File: config.mk
export PLATFORM = sky130hd
export DESIGN_NAME = next_pc_unit_flat
export DESIGN_NICKNAME = d
export VERILOG_FILES = /design/src/rtl/npc_pkg.sv /design/src/rtl/next_pc_unit_if.sv /design/src/rtl/npc_ras.sv /design/src/rtl/next_pc_unit.sv /design/src/flat_wrapper.sv
export SDC_FILE = /design/constraint.sdc
export NUM_CORES = 1
export LEC_CHECK = 0
export ABC_CLOCK_PERIOD_IN_PS = 10500
export CORE_MARGIN = 8
export CORE_UTILIZATION = 25
export CTS_BUF_LIST = sky130_fd_sc_hd__clkbuf_4 sky130_fd_sc_hd__clkbuf_8
export CTS_CLUSTER_SIZE = 16
export DETAILED_ROUTE_END_ITERATION = 8
export GPL_ROUTABILITY_DRIVEN = 0
export GPL_TIMING_DRIVEN = 0
export PLACE_DENSITY_LB_ADDON = 0.1
export SETUP_SLACK_MARGIN = 0.15
export SYNTH_ARGS = -nofsm -noshare
export SYNTH_HDL_FRONTEND = slang
export SYNTH_SLANG_ARGS = --single-unit
File: constraint.sdc
create_clock -name clk -period 10.5 [get_ports clk]
set_clock_uncertainty 0.1 [all_clocks]
set_input_delay 1.575 -clock clk [delete_from_list [all_inputs] [get_ports clk]]
set_output_delay 1.575 -clock clk [all_outputs]
set_load 0.03 [all_outputs]
File: src/rtl/npc_pkg.sv
// npc_pkg: shared constants and FSM encoding for the next-PC unit
package npc_pkg;
  localparam int ADDR_W = 32;
  localparam logic [ADDR_W-1:0] DEFAULT_RESET_PC = 32'h0000_3000;
  typedef enum logic {SEQ = 1'b0, PEND = 1'b1} npc_state_e;
endpackage

File: src/rtl/next_pc_unit_if.sv
// next_pc_unit_if: control inputs and PC outputs of the next-PC unit
interface next_pc_unit_if #(parameter int RAS_DEPTH = 4);
  import npc_pkg::*;
  localparam int CW = $clog2(RAS_DEPTH + 1);
  logic en;
  logic redirect;
  logic [ADDR_W-1:0] redirect_pc;
  logic br_taken;
  logic [15:0] br_imm;
  logic jump;
  logic [25:0] jump_index;
  logic link;
  logic jr;
  logic [ADDR_W-1:0] jr_target;
  logic [ADDR_W-1:0] pc;
  logic [ADDR_W-1:0] pc_plus4;
  logic [ADDR_W-1:0] link_addr;
  logic pending;
  logic ras_mispredict;
  logic [CW-1:0] ras_count;
  modport master (
    output en, redirect, redirect_pc, br_taken, br_imm, jump, jump_index, link, jr, jr_target,
    input pc, pc_plus4, link_addr, pending, ras_mispredict, ras_count
  );
  modport slave (
    input en, redirect, redirect_pc, br_taken, br_imm, jump, jump_index, link, jr, jr_target,
    output pc, pc_plus4, link_addr, pending, ras_mispredict, ras_count
  );
endinterface

File: src/rtl/npc_ras.sv
// npc_ras: circular return-address stack; a push when full overwrites the oldest entry
module npc_ras import npc_pkg::*; #(
  parameter int DEPTH = 4,
  localparam int CW = $clog2(DEPTH + 1),
  localparam int PW = $clog2(DEPTH)
) (
  input  logic              clk,
  input  logic              reset,
  input  logic              push,
  input  logic              pop,
  input  logic [ADDR_W-1:0] push_data,
  output logic [ADDR_W-1:0] top,
  output logic [CW-1:0]     count
);
  logic [ADDR_W-1:0] mem [DEPTH];
  logic [PW-1:0] ptr;
  assign top = mem[ptr - PW'(1)];
  // ptr is the next write slot; wrapping onto the oldest entry gives the overwrite
  always_ff @(posedge clk) begin
    if (reset) begin
      ptr <= '0;
      count <= '0;
    end else if (push) begin
      mem[ptr] <= push_data;
      ptr <= ptr + PW'(1);
      count <= (count == CW'(DEPTH)) ? count : count + CW'(1);
    end else if (pop && count != '0) begin
      ptr <= ptr - PW'(1);
      count <= count - CW'(1);
    end
  end
endmodule

File: src/rtl/next_pc_unit.sv
// next_pc_unit: fetch PC sequencing with optional delay slot and return-address prediction
module next_pc_unit import npc_pkg::*; #(
  parameter logic [ADDR_W-1:0] RESET_PC = DEFAULT_RESET_PC,
  parameter int DELAY_SLOT = 0,
  parameter int RAS_DEPTH = 4,
  localparam int CW = $clog2(RAS_DEPTH + 1)
) (
  input logic clk,
  input logic reset,
  next_pc_unit_if.slave bus
);
  npc_state_e state, state_d;
  logic [ADDR_W-1:0] pc, pc_d, lat, lat_d, pc_plus4, link_addr, br_tgt, j_tgt, tgt, ras_top;
  logic [CW-1:0] ras_count;
  logic ctrl, accept, acc_jr, acc_push, mp;
  assign pc_plus4 = pc + 32'd4;
  assign link_addr = pc + ((DELAY_SLOT != 0) ? 32'd8 : 32'd4);
  assign br_tgt = pc_plus4 + {{14{bus.br_imm[15]}}, bus.br_imm, 2'b00};
  assign j_tgt = {pc_plus4[31:28], bus.jump_index, 2'b00};
  assign tgt = bus.jr ? bus.jr_target : bus.jump ? j_tgt : br_tgt;
  assign ctrl = bus.jr | bus.jump | bus.br_taken;
  assign accept = bus.en & ~bus.redirect & (state == SEQ);
  assign acc_jr = accept & bus.jr;
  assign acc_push = accept & ~bus.jr & bus.jump & bus.link;
  // next PC and delay-slot state; redirect wins and drops any latched target
  always_comb begin
    state_d = state;
    pc_d = pc;
    lat_d = lat;
    if (bus.en) begin
      if (bus.redirect) begin
        pc_d = bus.redirect_pc;
        state_d = SEQ;
        lat_d = '0;
      end else if (state == PEND) begin
        pc_d = lat;
        state_d = SEQ;
        lat_d = '0;
      end else if (DELAY_SLOT != 0 && ctrl) begin
        pc_d = pc_plus4;
        lat_d = tgt;
        state_d = PEND;
      end else begin
        pc_d = ctrl ? tgt : pc_plus4;
      end
    end
  end
  // state registers and one-cycle mispredict flag for accepted jr
  always_ff @(posedge clk) begin
    if (reset) begin
      state <= SEQ;
      pc <= RESET_PC;
      lat <= '0;
      mp <= 1'b0;
    end else begin
      state <= state_d;
      pc <= pc_d;
      lat <= lat_d;
      mp <= acc_jr & (ras_count == '0 || ras_top != bus.jr_target);
    end
  end
  npc_ras #(.DEPTH(RAS_DEPTH)) u_ras (
    .clk(clk),
    .reset(reset),
    .push(acc_push),
    .pop(acc_jr),
    .push_data(link_addr),
    .top(ras_top),
    .count(ras_count)
  );
  assign bus.pc = pc;
  assign bus.pc_plus4 = pc_plus4;
  assign bus.link_addr = link_addr;
  assign bus.pending = (state == PEND);
  assign bus.ras_mispredict = mp;
  assign bus.ras_count = ras_count;
endmodule

File: src/flat_wrapper.sv
// flat-port wrapper written by rule: the top's interface ports become plain ports
module next_pc_unit_flat import npc_pkg::*;
#(
  parameter logic [ADDR_W-1:0] RESET_PC = DEFAULT_RESET_PC,
  parameter int DELAY_SLOT = 0,
  parameter int RAS_DEPTH = 4,
  localparam int CW = $clog2(RAS_DEPTH + 1)
)
  (clk, reset, bus_en, bus_redirect, bus_redirect_pc, bus_br_taken, bus_br_imm, bus_jump, bus_jump_index, bus_link, bus_jr, bus_jr_target, bus_pc, bus_pc_plus4, bus_link_addr, bus_pending, bus_ras_mispredict, bus_ras_count);
  next_pc_unit_if #(.RAS_DEPTH(RAS_DEPTH)) bus_i ();
  input logic clk;
  input logic reset;
  input wire logic [$bits(bus_i.en)-1:0] bus_en;
  input wire logic [$bits(bus_i.redirect)-1:0] bus_redirect;
  input wire logic [$bits(bus_i.redirect_pc)-1:0] bus_redirect_pc;
  input wire logic [$bits(bus_i.br_taken)-1:0] bus_br_taken;
  input wire logic [$bits(bus_i.br_imm)-1:0] bus_br_imm;
  input wire logic [$bits(bus_i.jump)-1:0] bus_jump;
  input wire logic [$bits(bus_i.jump_index)-1:0] bus_jump_index;
  input wire logic [$bits(bus_i.link)-1:0] bus_link;
  input wire logic [$bits(bus_i.jr)-1:0] bus_jr;
  input wire logic [$bits(bus_i.jr_target)-1:0] bus_jr_target;
  output wire logic [$bits(bus_i.pc)-1:0] bus_pc;
  output wire logic [$bits(bus_i.pc_plus4)-1:0] bus_pc_plus4;
  output wire logic [$bits(bus_i.link_addr)-1:0] bus_link_addr;
  output wire logic [$bits(bus_i.pending)-1:0] bus_pending;
  output wire logic [$bits(bus_i.ras_mispredict)-1:0] bus_ras_mispredict;
  output wire logic [$bits(bus_i.ras_count)-1:0] bus_ras_count;
  assign bus_i.en = bus_en;
  assign bus_i.redirect = bus_redirect;
  assign bus_i.redirect_pc = bus_redirect_pc;
  assign bus_i.br_taken = bus_br_taken;
  assign bus_i.br_imm = bus_br_imm;
  assign bus_i.jump = bus_jump;
  assign bus_i.jump_index = bus_jump_index;
  assign bus_i.link = bus_link;
  assign bus_i.jr = bus_jr;
  assign bus_i.jr_target = bus_jr_target;
  assign bus_pc = bus_i.pc;
  assign bus_pc_plus4 = bus_i.pc_plus4;
  assign bus_link_addr = bus_i.link_addr;
  assign bus_pending = bus_i.pending;
  assign bus_ras_mispredict = bus_i.ras_mispredict;
  assign bus_ras_count = bus_i.ras_count;
  next_pc_unit #(.RESET_PC(RESET_PC), .DELAY_SLOT(DELAY_SLOT), .RAS_DEPTH(RAS_DEPTH)) u_core (.clk(clk), .reset(reset), .bus(bus_i));
endmodule
* Yosys cells after proc, flatten, opt, wreduce, memory -nomap -nowiden *
Memories as Yosys holds them, arrays and structs flattened.
Cells that the tools add are included.

cells by class
  $add $sub $neg = 6
  equal/unequal tests = 3
  muxes and demuxes = 12
  bitwise logic cells = 10
  reduce and logical (&&, ||, !) cells = 6

operator list
  kind                                                                number
  32-bit two-way mux                                                  4
  32-bit by 3-bit adder with 32-bit output, second input constant     1
  32-bit adder                                                        1
  32-bit inequality test                                              1
  3-bit two-way mux                                                   3
  1-bit AND                                                           6
  2-bit two-way mux                                                   2
  3-bit by 1-bit adder with 3-bit output, second input constant       1
  3-bit equality test, second input constant                          1
  3-bit logical NOT                                                   1
  1-bit two-way mux                                                   3
  3-bit nonzero test                                                  1
  3-bit by 1-bit subtractor with 3-bit output, second input constant  1
  2-bit by 1-bit adder with 2-bit output, second input constant       1
  2-bit inequality test, second input constant                        1
  1-bit inverter                                                      2
  1-bit bitwise OR                                                    2
  2-bit AND reduction                                                 1
  2-bit nonzero test                                                  1
  2-bit by 1-bit subtractor with 2-bit output, second input constant  1
  1-bit logical AND                                                   1
  1-bit logical OR                                                    1

word-level totals
  flip-flop bits (word level) = 38
  memory bits (writable) = 128
  input port bits = 114
  output and inout bits = 101
  word-level logic and storage cells = 42
  memories = 1

memory list
  memory            words  bits a word  read ports  clocked after Yosys merged registers in  wr ports  RTL line       text
  u_core.u_ras.mem  4      32           1           0                                        1         npc_ras.sv:15  logic [ADDR_W-1:0] mem [DEPTH];

* Logic depth before layout (Yosys ltp) *
Gate-level depths: netlist (run 1).

  depth in word-level cells = 8
  depth in mapped cells = 17
  gate-level depth less buffers = 16

* Cells and area by module *
A second synthesis (run 1) with hierarchy kept.

unflattened totals
  cells, all modules = 897
  area, all modules = 10068.4 um^2

modules (own cells, without submodules)
  module        times used  cells an instance  area an instance (um^2)  sequential area each (um^2)
  next_pc_unit  1           687                5073.6                   660.6
  npc_ras       1           210                4994.8                   3943.8

* Worst setup path after synthesis (run 1) *
No wires, ideal clock.

  path kind = register to register
  from = register u_core.pc[2] (netlist: u_core.bus.pc[2])
  to = register u_core.pc[27] (netlist: u_core.bus.pc[27])
  setup time = 86 ps
  data arrival time = 4565 ps
  data required time = 10314 ps
  slack = 5749 ps
  cell stages (with the launch flop) = 18
  path buffers = 1
  cells stage by stage = dfxtp_1 > ha_1 > nand3_1 > or2_1 > nor2_1 > nand4_1 > xnor2_1 > ha_1 > clkbuf_1 > a211oi_1 > o21ai_1 > a221oi_1 > a2bb2oi_1 > o311ai_2 > a41oi_1 > xnor2_1 > a21oi_1 > a211oi_1

between the ends
  word-level cells in the longest chain between the ends = 6

ends and longest elaborated chain
  item                                      RTL line            text
  start: declaration                        next_pc_unit.sv:13  logic [ADDR_W-1:0] pc, pc_d, lat, lat_d, pc_plus4, link_addr, br_tgt, j_tgt, tgt, ras_top;
  start signal: assignment                  next_pc_unit.sv:57  pc <= pc_d;
  32-bit by 3-bit adder with 32-bit output  -
  named net bus_link_addr[18]               flat_wrapper.sv:25  output wire logic [$bits(bus_i.link_addr)-1:0] bus_link_addr;
  32-bit adder                              next_pc_unit.sv:18  assign br_tgt = pc_plus4 + {{14{bus.br_imm[15]}}, bus.br_imm, 2'b00};
  32-bit two-way mux (2 in a row)           next_pc_unit.sv:20  assign tgt = bus.jr ? bus.jr_target : bus.jump ? j_tgt : br_tgt;
  32-bit two-way mux                        next_pc_unit.sv:44  pc_d = ctrl ? tgt : pc_plus4;
  32-bit two-way mux                        next_pc_unit.sv:31  if (bus.redirect) begin

The timed path passes the listed nets, and every way through them passes these cells.
A chain may end at the register's enable or synchronous reset.

* Worst setup path after layout (run 1) *
  from = register u_core.pc[2] (netlist: u_core.bus.pc[2])
  to = output port bus_pc_plus4[16]

between the ends
  word-level cells in the longest chain between the ends = 1

ends and longest elaborated chain
  item                                      RTL line            text
  32-bit by 3-bit adder with 32-bit output  next_pc_unit.sv:16  assign pc_plus4 = pc + 32'd4;
  end: declaration                          flat_wrapper.sv:24  output wire logic [$bits(bus_i.pc_plus4)-1:0] bus_pc_plus4;

No other way between the ends.

==> flow_summary_export.csv, run 1 <==
group,metric,value,unit
logic_synthesis,synthAdderAreaFrac,5.49,%
global_route,track_usage,18.5,%
die,rows,72,
logic_synthesis,ys_warn_count,0,
sta,slew_headroom,6.23,%
final_layout,fin_nets,1266,
routing,wire_per_inst,26.7,um
run,drv_cap,0,
final_layout,syn_to_final_growth,33.0,%
logic_synthesis,post-synth-top-count-cell,"edfxtp_1",
worst_setup_path,path_cells,"ha_1 -> nand3_1 -> or2_1 -> nor2_1 -> nand2_1 -> xnor2_1 -> buf_4 -> clkdlybuf4s50_1",
worst_setup_path,timing.critical_path.from,"u_core.bus.pc[2]$_SDFFE_PP0P_",
global_route,grt_max_degree,25,
global_route,grt_first_pass_wirelength,61900,um
logic_synthesis,synth_edf_count,128,
die,coreArea,38700,sq um
final_layout,drive_gt1_share,11.1,%
routing,via_per_inst,5.09,
logic_synthesis,synth_compound_area_share,16.2,%
place,dp_hpwl,34300,um
logic_synthesis,synthCells,877,
clock_network,clock-sinks,166,
sta,rsz0062_at_grt,"no",
worst_setup_path,r2r-start,"u_core.bus.pc[2]$_SDFFE_PP0P_",
worst_setup_path,slowest_stage,"xnor2_1",
clock_network,post_cts_buffers,0,
logic_synthesis,synth_top_cell_by_area,"edfxtp_1",
clock_network,cts_tree,"yes",
worst_setup_path,critPathMaxStageDelay,1.09,ns
worst_setup_path,path_class,"reg -> out",
logic_synthesis,synth-xor-area-share,7.64,%
worst_setup_path,cp-end-kind,"output pin",
sta,worst_pin_slew,1.40,ns
sta,setup_viol,0,
final_layout,diodes,0,
worst_setup_path,cp-start-kind,"register",
clock_network,cts-htree-levels,4,
logic_synthesis,synth_mux_area_share,7.94,%
global_route,antenna_found_initial,1,
power,leakagePower,4.56,nW
logic_synthesis,yosys.area.top_type_share,39.1,%
sta,setup_tns,0,ns
logic_synthesis,ys_ff_latch,166,
routing,firstDrtPassIters,5,
logic_synthesis,syn_avg_cell_area,11.2,sq um
worst_setup_path,r2r_cells,17,
routing,drt_iter0_markers,737,
logic_synthesis,syn_area,9840,sq um
routing,vias,8351,
die,die_w,214,um
worst_hold_path,hold_path_depth,2,
power,power_frac_seq,43.9,%
sta,maxSlewViolCount,0,
worst_setup_path,crit_fanout,8,
logic_synthesis,ys_async_sr_fraction,0,%
clock_network,numCtsBuffers,17,
logic_synthesis,syn-num-nets,1033,
routing,drc,0,
logic_synthesis,ys_seq_area_share,46.8,%
power,p_clk_share,29.5,%
routing,totalWireLength,43800,um
place,placedInstanceArea,12700,sq um
sta,hold_viol,0,
power,switchingPower,0.581,mW
routing,ant_nets,0,
sta,finalCritPeriodShare,57.0,%
clock_network,worstSkewPairLatency,0.48,ns
worst_hold_path,hp-start,"u_core.u_ras.count[1]$_SDFFE_PP0P_",
logic_synthesis,synth_ff_type,"edfxtp_1",
die,initial_core_util,25.4,%
power,ir_drop,66.0,uV
sta,period_minus_slack,5.98,ns
clock_network,path_clk_slew,0.11,ns
die,die_area,46000,sq um
worst_setup_path,required,8.83,ns
power,p_sw_share,34.4,%
clock_network,clock-root-buffer,"clkbuf_8",
logic_synthesis,ys_top_cells_by_count,"128 x edfxtp_1, 67 x nor2_1, 62 x a21oi_1, 52 x xnor2_1, 46 x nand2_1",
global_route,grt_pass1_vias,8518,
global_route,overflow,0,
clock_network,ctsResizeCount,0,
power,p_comb_share,26.5,%
worst_setup_path,cp.arrival,4.31,ns
place,io_buffers,210,
logic_synthesis,yosysUniqueCellTypes,69,
clock_network,clockBufferDepth,2,
logic_synthesis,ys_top_cells_by_area,"edfxtp_1 39%, dfxtp_1 7.7%, mux4_2 7.3%",
die,pin_count,215,
status,outcome,"finished clean",
logic_synthesis,yosys.area_share.simple,11.2,%
logic_synthesis,synth_top_family_by_area,"compound AO/OA/AOI/OAI gates",
sta,fmax,167,MHz
final_layout,final_cell_area,13100,sq um
power,p_int,1.11,mW
worst_hold_path,hold_path_class,"reg -> reg",
clock_network,ctsHoldBuffers,0,
power,p_per_area,129,nW/um^2
die,die_y,214,um
==> cells in the final DEF, fill, tap and decap left out, types with 31 or more instances in the layout <==
cell	instances
o21ai_0	36
nand2_1	46
edfxtp_1	128
clkdlybuf4s50_1	210
clkbuf_1	31
nor2_1	67
ha_1	40
xor2_1	32
dfxtp_1	38
mux4_2	32
buf_4	35
a21oi_1	62
xnor2_1	52
==> power by group through the flow <==
stage	registers (mW)	clock network (mW)	logic (mW)
finish	0.741	0.498	0.448
global route	0.743	0.530	0.478
CTS	0.741	0.510	0.450
detailed placement	0.756	0	0.448
global placement	0.757	0	0.449
floorplan	0.767	0	0.229
==> state kept, by name, summed over array words and instances (netlist names) <==
signal                     cells
u_core.u_ras.ptr               2
u_core.bus.pc                 32
u_core.u_ras.mem             128
u_core.bus.ras_mispredict      1
u_core.u_ras.count             3
==> worst paths after layout <==
path / end / slack, ns
max: bus_pc_plus4[16] / 4.52
min: u_core.u_ras.count[1]$_SDFFE_PP0P_ / 0.46
max reg2reg: u_core.bus.pc[27]$_SDFFE_PP0P_ / 4.87
min reg2reg: u_core.u_ras.count[1]$_SDFFE_PP0P_ / 0.46
==> logic make-up (layout without fill, tap and decap cells) <==
kind of cell / Yosys count / after routing
AO/OA/AOI/OAI: 244 / 244
XOR/XNOR: 85 / 85
adder cells (fa/ha/maj): 42 / 42
buffers and inverters: 87 / 333
flip-flops: 166 / 166
multiplexers: 38 / 38
other: 1 / 1
AND/OR/NAND/NOR: 214 / 214
==> metrics by stage <==
| step | util (%) | hold WS (ns) | worst slack [ns] | total power [mW] | std cells |
|---|---|---|---|---|---|
| 2_1_floorplan | - | 0.546 | 5.75 | 0.996 | 877 |
| 3_3_place_gp | 32.5 | 0.442 | 4.84 | 1.21 | 1605 |
| 3_5_place_dp | 32.7 | 0.445 | 4.88 | 1.20 | 1609 |
| 4_1_cts | 33.8 | 0.460 | 4.59 | 1.70 | 1641 |
| 5_1_grt | 33.8 | 0.503 | 4.39 | 1.75 | 1641 |
| 6_report | 33.8 | 0.460 | 4.52 | 1.69 | 1641 |
==> worst max-delay path: cells and delay by family (launching register included) <==
kind	cells	cell delay [ns]
xor+xnor	1	1.09
simple gates	4	0.92
buf+inv	2	0.92
flops	1	0.62
fa+ha+maj	1	0.27
==> metal layers <==
metal | vias up | routed length, um | track usage (%)
li1 | 3823 | - | -
met1 | 4174 | 19900 | 24.9
met2 | 307 | 20700 | 30.4
met3 | 45 | 2240 | 3.03
met4 | 2 | 963 | 5.30
met5 | - | 8 | 0
==> cell type report <==
| class | instances | area, sq um |
|---|---|---|
| Buffer | 73 | 412 |
| Clock buffer | 17 | 234 |
| Clock inverter | 15 | 181 |
| Fill cell | 4070 | 25600 |
| Inverter | 14 | 52.6 |
| Multi-Input combinational cell | 624 | 4770 |
| Sequential cell | 166 | 4600 |
| Tap cell | 518 | 648 |
| Timing Repair Buffer | 214 | 2180 |
Note: power is estimated with default switching activity, not from simulation.
==> run 2, diff against run 1 <==
--- a/config.mk
+++ b/config.mk
@@ -5,7 +5,7 @@
 export SDC_FILE = /design/constraint.sdc
 export NUM_CORES = 1
 export LEC_CHECK = 0
-export ABC_CLOCK_PERIOD_IN_PS = 10500
+export ABC_CLOCK_PERIOD_IN_PS = 4800
 export CORE_MARGIN = 8
 export CORE_UTILIZATION = 25
 export CTS_BUF_LIST = sky130_fd_sc_hd__clkbuf_4 sky130_fd_sc_hd__clkbuf_8
==> constraint.sdc (replaced) <==
create_clock -name clk -period 4.8 [get_ports clk]
set_clock_uncertainty 0.1 [all_clocks]
set_input_delay 0.72 -clock clk [delete_from_list [all_inputs] [get_ports clk]]
set_output_delay 0.72 -clock clk [all_outputs]
set_load 0.03 [all_outputs]
==> run 2 against run 1 <==
Final cell count up 0.24%; non-clock buffer count up 3; sequential power up 120%; critical path depth up 9; via count up 0.81%; die area unchanged; clock power up 110%; design area up 2.5%; sequential share of layout area down 0.81 points; total power up 120%; register-to-register slack worse by 4.6 ns; hold slack worse by 0.013 ns; largest cell class unchanged.
==> flow_summary_export.csv, run 2 (synthesized netlist as in run 1, its figures left out) <==
group,metric,value,unit
routing,via_per_inst,5.12,
worst_setup_path,crit_fanout,9,
sta,setup_tns,0,ns
sta,finalCritPeriodShare,94.2,%
clock_network,clockBufferDepth,2,
routing,firstDrtPassIters,5,
clock_network,cts-htree-levels,4,
routing,totalWireLength,43800,um
routing,drc,0,
final_layout,largest_reg_flops,128,
final_layout,final_common_cell,"clkdlybuf4s50_1",
place,io_buffers,210,
clock_network,cts_tree,"yes",
sta,period_minus_slack,4.52,ns
worst_setup_path,cp-start-kind,"register",
worst_setup_path,path_class,"reg -> reg",
worst_setup_path,cp.arrival,4.81,ns
final_layout,fin_nets,1269,
die,coreArea,38700,sq um
clock_network,clock-sinks,166,
sta,fmax,221,MHz
routing,vias,8419,
worst_setup_path,path_cells,"ha_1 -> nand3_1 -> or2_4 -> nor2_1 -> nand4_1 -> xnor2_4 -> ha_1 -> clkbuf_2 -> a211oi_1 -> o21ai_1 -> a221oi_2 -> a2bb2oi_1 -> o311ai_2 -> a41oi_2 -> xnor2_1 -> a21oi_1 -> a211oi_1",
die,die_w,214,um
worst_setup_path,required,5.09,ns
final_layout,top_regs,"u_core.u_ras.mem (128), u_core.bus.pc (32), u_core.u_ras.count (3)",
final_layout,top_register,"u_core.u_ras.mem",
sta,rsz0062_at_grt,"yes",
worst_setup_path,slowest_stage,"dfxtp_4",
final_layout,syn_to_final_growth,36.3,%
sta,hold_viol,0,
power,leakagePower,4.70,nW
worst_setup_path,cp-end-kind,"register",
die,die_area,46000,sq um
die,initial_core_util,25.4,%
worst_setup_path,timing.reg2reg.setup_slack,0.28,ns
final_layout,final_cell_mix,"210 x clkdlybuf4s50_1, 128 x edfxtp_1, 67 x nor2_1, 62 x a21oi_1, 46 x nand2_1",
power,finalPower,3.69,mW
worst_hold_path,hp-start,"u_core.u_ras.count[1]$_SDFFE_PP0P_",
global_route,grt_first_pass_wirelength,61600,um
final_layout,drive_gt1_share,13.8,%
status,outcome,"finished clean",
clock_network,worstSkewPairLatency,0.47,ns
sta,slew_headroom,16.0,%
global_route,antenna_found_initial,2,
die,rows,72,
place,dp_hpwl,34200,um
clock_network,numCtsBuffers,17,
global_route,grt_pass1_vias,8555,
run,drv_cap,0,
worst_setup_path,timing.critical_path.from,"u_core.bus.pc[2]$_SDFFE_PP0P_",
sta,maxSlewViolCount,0,
global_route,overflow,0,
power,p_per_area,275,nW/um^2
power,ir_drop,152,uV
global_route,grt_max_degree,25,
routing,ant_nets,0,
clock_network,clock-root-buffer,"clkbuf_8",
worst_setup_path,r2r-start,"u_core.bus.pc[2]$_SDFFE_PP0P_",
routing,drt_iter0_markers,607,
global_route,track_usage,18.4,%
routing,wire_per_inst,26.6,um
worst_setup_path,critPathMaxStageDelay,0.43,ns
sta,setup_viol,0,
sta,worst_pin_slew,1.25,ns
die,pin_count,215,
worst_hold_path,hold_path_class,"reg -> reg",
die,die_y,214,um
clock_network,path_clk_slew,0.10,ns
[run 2: cell count changes in the layout (fill, tap and decap cells not counted), sizes merged]
cell | previous run | this run
clkbuf | 48 | 50
clkinvlp | 1 | 2
buf | 46 | 49
bufinv | 1 | 2
diode | 0 | 1
inv | 21 | 17
[run 2: final cells by class]
| class | count | area, sq um |
|---|---|---|
| Tap cell | 518 | 648 |
| Sequential cell | 166 | 4610 |
| Clock buffer | 19 | 249 |
| Clock inverter | 13 | 149 |
| Inverter | 14 | 52.6 |
| Fill cell | 3986 | 25300 |
| Multi-Input combinational cell | 624 | 5060 |
| Buffer | 73 | 419 |
| Timing Repair Buffer | 217 | 2220 |
| Antenna cell | 1 | 2.50 |
[run 2: where the power goes]
group	switching, mW	internal [mW]	leakage [nW]	total (mW)
clock network	0.576	0.483	0.197	1.06
logic	0.586	0.418	3.03	1.00
registers	0.0525	1.58	1.47	1.63
total	1.21	2.48	4.70	3.69
[run 2: path summary, 6_finish.rpt]
kind / end / cells after the start
setup reg to reg: u_core.bus.pc[27]$_SDFFE_PP0P_ / 17
hold reg to reg: u_core.u_ras.count[1]$_SDFFE_PP0P_ / 2
setup / recovery: u_core.bus.pc[27]$_SDFFE_PP0P_ / 17
hold / removal: u_core.u_ras.count[1]$_SDFFE_PP0P_ / 2
[run 2: timing repair]
item | CTS | global route
hold endpoints to repair | 0 | 0
pin swaps | 1 | 1
gates resized for setup | 21 | 23
hold buffers | 0 | 0
setup buffers | 1 | 2
setup endpoints to repair | 37 | 28
[run 2: critical path: cells and delay by family, from the launching register on]
family	cells	cell delay, ns
XOR/XNOR	2	0.47
AO/OA/AOI/OAI	8	1.80
AND/OR/NAND/NOR	4	0.98
buffers and inverters	1	0.20
adder cells (fa/ha/maj)	2	0.45
flip-flops	1	0.43
[run 2: metal layers]
layer,vias up,wire length [um],GRT usage (%)
li1,3827,-,-
met1,4224,19100,24.1
met2,312,20600,29.8
met3,54,2690,3.96
met4,2,1410,6.60
met5,-,13,0
[run 2: through the flow]
step | hold slack (ns) | instances | instance area, sq um | utilization [%] | setup slack [ns]
final | 0.447 | 1645 | 13400 | 34.6 | 0.277
after floorplan | 0.546 | 877 | 9850 | - | 0.329
after global placement | 0.444 | 1605 | 12600 | 32.5 | -0.445
after global routing | 0.499 | 1645 | 13400 | 34.6 | 0.0293
after CTS | 0.451 | 1642 | 13200 | 34.1 | 0.0104
after detailed placement | 0.441 | 1609 | 12700 | 32.7 | -0.448
